File: src/rtl/refill_pkg.sv
// refill_pkg: shared FSM state type and block geometry for the cache refill controller
package refill_pkg;
  typedef enum logic [1:0] {IDLE, READ, DONE, ERR} state_t;
  localparam int WORD_W = 32;
  localparam int BLOCK_W = 128;
  localparam int OFFSET_BITS = 4;
endpackage

File: src/rtl/refill_word_assembler.sv
// refill_word_assembler: word index counter and block register filled one word per handshake
module refill_word_assembler import refill_pkg::*; #(
  parameter int WORDS = 4
) (
  input  logic               clk,
  input  logic               reset,
  input  logic               clear,
  input  logic               wr_en,
  input  logic [WORD_W-1:0]  wdata,
  output logic [1:0]         index,
  output logic               last,
  output logic [BLOCK_W-1:0] block
);
  always_ff @(posedge clk) begin
    if (reset) begin
      index <= '0;
      block <= '0;
    end else if (clear) begin
      index <= '0;
    end else if (wr_en) begin
      block[WORD_W*index +: WORD_W] <= wdata;
      index <= index + 2'd1;
    end
  end
  assign last = index == 2'(WORDS - 1);
endmodule

File: src/rtl/mem_refill_ctrl.sv
// mem_refill_ctrl: fetches a 4-word cache block from main memory with per-word timeout.
// Define REFILL_MISS_COUNT_EN to add a saturating miss_count output.
module mem_refill_ctrl import refill_pkg::*; #(
  parameter int TIMEOUT = 64,
  parameter int WORDS = 4
) (
  input  logic               clk,
  input  logic               reset,
  input  logic               miss_req,
  input  logic [31:0]        miss_addr,
  output logic               busy,
  output logic               mem_rd,
  output logic [31:0]        mem_addr,
  input  logic [31:0]        mem_rdata,
  input  logic               mem_ready,
  output logic [BLOCK_W-1:0] block,
  output logic               block_valid,
  output logic               block_err
`ifdef REFILL_MISS_COUNT_EN
  ,
  output logic [31:0]        miss_count
`endif
);
  state_t state, next;
  logic [31:0] base, wcnt;
  logic [1:0] index;
  logic last, accept, capture, expire;
  assign accept = state == IDLE && miss_req;
  assign capture = state == READ && mem_ready;
  assign expire = state == READ && !mem_ready && wcnt == 32'(TIMEOUT - 1);
  always_comb begin
    next = state;
    busy = state != IDLE;
    mem_rd = state == READ;
    block_valid = state == DONE;
    block_err = state == ERR;
    mem_addr = base + 32'({index, 2'b00});
    case (state)
      IDLE: next = miss_req ? READ : IDLE;
      READ: next = capture && last ? DONE : expire ? ERR : READ;
      default: next = IDLE;
    endcase
  end
  always_ff @(posedge clk) begin
    if (reset) begin
      state <= IDLE;
      base <= '0;
      wcnt <= '0;
    end else begin
      state <= next;
      if (accept) begin
        base <= miss_addr & ~32'(2**OFFSET_BITS - 1);
        wcnt <= '0;
      end else if (state == READ) begin
        wcnt <= mem_ready ? '0 : wcnt + 32'd1;
      end
    end
  end
  refill_word_assembler #(.WORDS(WORDS)) u_asm (
    .clk(clk),
    .reset(reset),
    .clear(accept),
    .wr_en(capture),
    .wdata(mem_rdata),
    .index(index),
    .last(last),
    .block(block)
  );
`ifdef REFILL_MISS_COUNT_EN
  always_ff @(posedge clk) begin
    if (reset) miss_count <= '0;
    else if (accept && miss_count != '1) miss_count <= miss_count + 32'd1;
  end
`endif
endmodule

File: config.mk
export PLATFORM = sky130hd
export DESIGN_NAME = mem_refill_ctrl
export DESIGN_NICKNAME = d
export VERILOG_FILES = /design/src/rtl/refill_pkg.sv /design/src/rtl/refill_word_assembler.sv /design/src/rtl/mem_refill_ctrl.sv
export SDC_FILE = /design/constraint.sdc
export NUM_CORES = 1
export LEC_CHECK = 0
export ABC_AREA = 1
export CORE_ASPECT_RATIO = 1.25
export CORE_MARGIN = 2
export CORE_UTILIZATION = 48
export CTS_CLUSTER_DIAMETER = 200
export DETAILED_ROUTE_END_ITERATION = 10
export PLACE_DENSITY = 0.8
export SLEW_MARGIN = 20
export SYNTH_ARGS = -nofsm -noshare
export SYNTH_HDL_FRONTEND = slang
export SYNTH_SLANG_ARGS = --single-unit
File: constraint.sdc
create_clock -name clk -period 2.8 [get_ports clk]
set_input_delay 0.56 -clock clk [delete_from_list [all_inputs] [get_ports clk]]
set_output_delay 0.56 -clock clk [all_outputs]
set_load 0.02 [all_outputs]
# Word level (Yosys, flattened, before mapping)
# Index checks and enable logic that the tools add are counted.
[totals] out_inout_bits=164 regBits=192 input_bits=68 wordCells=33
[op_classes] addsub=4 n_mux=6 shift=2 n_eq_ne=5 n_reduce_logical=10 bitwise_logic=1
[ops] cell="$bwmux 128" count=1
[ops] cell="$shift 32x34->128 const A" count=1
[ops] cell="$shiftx 32x34->128" count=1
[ops] cell="$neg 7->34" count=1
[ops] cell="$add 32x1->32 const B" count=1
[ops] cell="$add 32x4->32" count=1
[ops] cell="$eq 32x6->1 const B" count=1
[ops] cell="$mux 32" count=1
[ops] cell="$eq 2x2->1 const B" count=3
[ops] cell="$logic_and 1x1->1" count=5
[ops] cell="$mux 2" count=2
[ops] cell="$pmux 2 s2" count=1
[ops] cell="$add 2x1->2 const B" count=1
[ops] cell="$eq 2x1->1 const B" count=1
[ops] cell="$logic_not 2->1" count=1
[ops] cell="$reduce_and 2->1" count=1
[ops] cell="$reduce_bool 2->1" count=1
[ops] cell="$reduce_or 2->1" count=1
[ops] cell="$logic_not 1->1" count=1
[ops] cell="$mux 1" count=1
[ops] cell="$not 1->1" count=1

# Depth between registers and ports, before layout
[logic_depth] depth_word=6 mapped_depth=11 mapped_depth_nobuf=9

# Modules after synthesis
# From an unflattened synthesis, not the netlist that was laid out.
[hier_totals] cells_unflattened=1159 area_unflattened_um2=8336.7
[modules_own_cells] module="refill_word_assembler" area_each_um2=5449.0 cells_per_inst=719 instances=1 seq_area_each_um2=2602.5
[modules_own_cells] module="mem_refill_ctrl" area_each_um2=2887.8 cells_per_inst=440 instances=1 seq_area_each_um2=1241.2

# Worst setup path after synthesis
# Ideal clock, no wire load.
[synth_timing] path_kind="flip-flop to flip-flop" startpoint="register u_asm.index[0]" endpoint="register u_asm.block[11]" synth_period_minus_slack_ns=2.247 setup_time_ns=0.065 required_time_ns=2.735 n_path_buf=3 arrival_time_ns=2.182 slack_ns=0.553 path_stages_with_launch=11 path_cell_list="dfxtp_1 > buf_2 > inv_1 > ha_1 > buf_6 > nor3_4 > inv_2 > buf_6 > nor3_2 > a21oi_1 > nor2_1"
[synth_via] elab_chain_len=3 word_cells_on_any_way=4 classes_between="add/sub: 1; shift: 2; mux: 1"
[synth_lines] item="start, declared" line_no="refill_word_assembler.sv:10" rtl="output logic [1:0] index,"
[synth_lines] item="start signal, assigned" line_no="refill_word_assembler.sv:22" rtl="index <= index + 2'd1;"
[synth_lines] item="$neg 7->34 (*)" line_no="refill_word_assembler.sv:21" rtl="block[WORD_W*index +: WORD_W] <= wdata;"
[synth_lines] item="$shiftx 32x34->128 / $shift 32x34->128 (equally long branches)" line_no="refill_word_assembler.sv:21"
[synth_lines] item="$bwmux 128 (*)" line_no="refill_word_assembler.sv:21"
[synth_lines] item="end signal, assigned by index" line_no="refill_word_assembler.sv:21"
[synth_lines] item="end, declared" line_no="refill_word_assembler.sv:12" rtl="output logic [BLOCK_W-1:0] block"
# Every way passes the cells marked *; elsewhere a longest branch is shown, timed or not.
# A chain may end at the register's enable or synchronous reset.

# Worst setup path after layout
[layout_timing] startpoint="register u_asm.index[1]" endpoint="register u_asm.block[67]"
# The elaborated chain is that of the path after synthesis.

==> results.toml <==
[run_status]
status = "complete, no violations"

[timing]
finalCritPeriodShare = 0.912
period_minus_slack_ns = 2.55
setup_viol = 0
timing.fmax_mhz = 392
grt_setup_unrepaired = "no"
drv_slew = 0
finalClockSkew_ns = 0.00954
hold_viol = 0
fin_tns_setup_ns = 0
tightest_slew_ns = 1.09
setup_ws_ns = 0.247
max-slew-margin-rel = 0.273

[worst_setup_path]
required_ns = 3.16
r2r_slack_ns = 0.25
critPathLaunch = "u_asm.index[1]"
endpoint = "u_asm.block[67]"
crit_path_end_kind = "register"
crit_type = "reg -> reg"
worstReg2RegEnd = "u_asm.block[67]"
worstPathMaxFanout = 16
reg2reg_from = "u_asm.index[1]"
cp.arrival_ns = 2.91
startpoint_type = "register"
reg2regPathDepth = 8

[synthesis]
synthTopCellsByArea = "dfxtp_1 (48%), nor2_1 (9.0%), a21oi_1 (8.0%)"
synth_edf_count = 0
syn_inst = 1060
async_flop_share = 0
synth_top_area_cell = "dfxtp_1"
yosys-top-cells-count = "nor2_1 (193), dfxtp_1 (192), nand2_1 (161)"
yosysMostFrequentCell = "nor2_1"
synthFlopType = "dfxtp_1"
synth.avg_cell_area_um2 = 7.58
ys_seq_area_frac = 0.479
synthesis.area_mm2 = 0.00803
synth_seq_cells = 192
netlist.area_leader.share = 0.479
ys_types = 30
ys.warnings.count = 0

[layout]
finalNetCount = 1324
antenna_cells = 0
drive_gt1_frac = 0.0603
seq_area_mm2 = 0.00384
syn2layout_area_growth_pct = 36.1
multi_input_area_mm2 = 0.00357
n_fill_cell = 1407

[clock_tree]
clock_path_buffers = 2
ctsHoldBuffers = 0
insertion_delay_ns = 0.43
htreeDepth = 4
post_cts_resize_count = 0
cts_tree = "yes"
cts_root_buffer = "clkbuf_16"
clk_pin_slew_ns = 0.07
cts_sinks = 192
numCtsBuffers = 17
postCtsSetupBuffers = 0

[power]
clkPwrFrac = 0.425
internal_power_mw = 4.44
swShare = 0.246
switchingPower_mw = 1.45
seqPwrFrac = 0.477
ir_drop_uv = 476
finalPower_mw = 5.89
power_density_mw_per_mm2 = 539
combPwrFrac = 0.098
leakage_nw = 4.19

[route]
wl_met1_mm = 9.50
maxUsedRoutingLayer = "met4"
viasPerCell = 5.30
antenna_left = 0
firstDrtPassIters = 5
vias = 7831
drt_wl_total_mm = 23.7
wire_per_inst_um = 16.1
drc = 0
met2_length_mm = 11.4
dr_wl_met3_mm = 2.21
drt_iter0_markers = 403

[worst_hold_path]
hp-class = "reg -> reg"
min_path_cells = 2

[floorplanning]
core_mm2 = 0.0163
start_util = 0.494
ios = 232
die_w_um = 120
die_y_um = 149
rows = 52
dieArea_mm2 = 0.0178

[global_routing]
gr-total-overflow = 0
grt_usage = 0.265
grt_pass1_wl_mm = 37.6
grt_pass1_vias = 7439
antenna_found_initial = 0
grt_max_degree = 104

[place]
post-place-ws_ns = 0.364
dp_hpwl_mm = 16.4
portBuffers = 225
place_congestion = 0.879

[run]
max-cap-violations = 0
[cells in the final DEF, fill, tap and decap left out, drive strengths merged]
cell type / instances
a21oi: 128
inv: 71
a22oi: 1
dfxtp: 192
o21ai: 65
nor3: 59
nor3b: 1
ha: 6
bufinv: 2
nand3: 34
clkbuf: 21
buf: 15
clkinv: 4
conb: 2
o21a: 1
nand2: 166
o211a: 25
nor2: 200
clkdlybuf4s50: 224
nand4: 44
[cell type report]
class                           instances  area share
Clock buffer                           21      0.0440
Clock inverter                          9      0.0112
Inverter                               68      0.0234
Multi-Input combinational cell        732       0.327
Sequential cell                       192       0.352
Tap cell                              216      0.0247
Timing Repair Buffer                  239       0.218
[per-stage QoR]
| step | utilization | instance area [um2] | hold WS, ns | instances |
|---|---|---|---|---|
| 3_3_place_gp | 0.635 | 10300 | 0.452 | 1447 |
| 4_1_cts | 0.672 | 10900 | 0.465 | 1477 |
| 6_report | 0.672 | 10900 | 0.465 | 1477 |
| 3_5_place_dp | 0.635 | 10300 | 0.455 | 1447 |
| 5_1_grt | 0.672 | 10900 | 0.482 | 1477 |
| 2_1_floorplan | - | 8030 | 0.455 | 1061 |
[worst min path at each step]
stage | slack, ns | from | to
6_report | 0.47 | u_asm.block[26] | u_asm.block[26]
5_1_grt | 0.48 | u_asm.block[52] | u_asm.block[52]
4_1_cts | 0.47 | u_asm.block[52] | u_asm.block[52]
3_5_place_dp | 0.45 | u_asm.block[52] | u_asm.block[52]
3_3_place_gp | 0.45 | u_asm.block[68] | u_asm.block[68]
2_1_floorplan | 0.46 | wcnt[10] | wcnt[10]
[sequential cells by signal (all words and copies together) (netlist names)]
register     count
u_asm.block    128
wcnt            32
base            28
state            2
u_asm.index      2
[critical path: stages, from the launching register on]
cell and delay [ns]:
dfxtp_1 0.39, inv_1 0.11, ha_1 0.61, nand2_2 0.14, nor2_4 0.34, inv_1 0.41, nor3_1 0.30, a21oi_1 0.07
nor2_1 0.10
[cell families (layout without fill, tap and decap cells)]
kind of cell | count (synthesis) | after routing | share of synthesized area
other | 1 | 2 | 0.000467
DFF | 192 | 192 | 0.479
AOI/OAI and AO/OA | 220 | 220 | 0.153
adders and majority gates | 6 | 6 | 0.00935
buffers and inverters | 137 | 337 | 0.0771
and+or+nand+nor | 504 | 504 | 0.281
[per-layer routing]
metal	up-vias	GRT usage
li1	3901	-
met1	3608	0.308
met2	280	0.446
met3	42	0.0905
met4	0	0.112
met5	-	0
[power groups by stage]
stage / logic, mW / clock network, mW / registers, mW
after global placement: 0.569 / 0 / 2.87
after global routing: 0.622 / 2.64 / 2.82
after detailed placement: 0.572 / 0 / 2.88
final: 0.575 / 2.50 / 2.81
after CTS: 0.575 / 2.54 / 2.81
after floorplan: 0.239 / 0 / 2.94
Power figures use the tool's default switching activity.
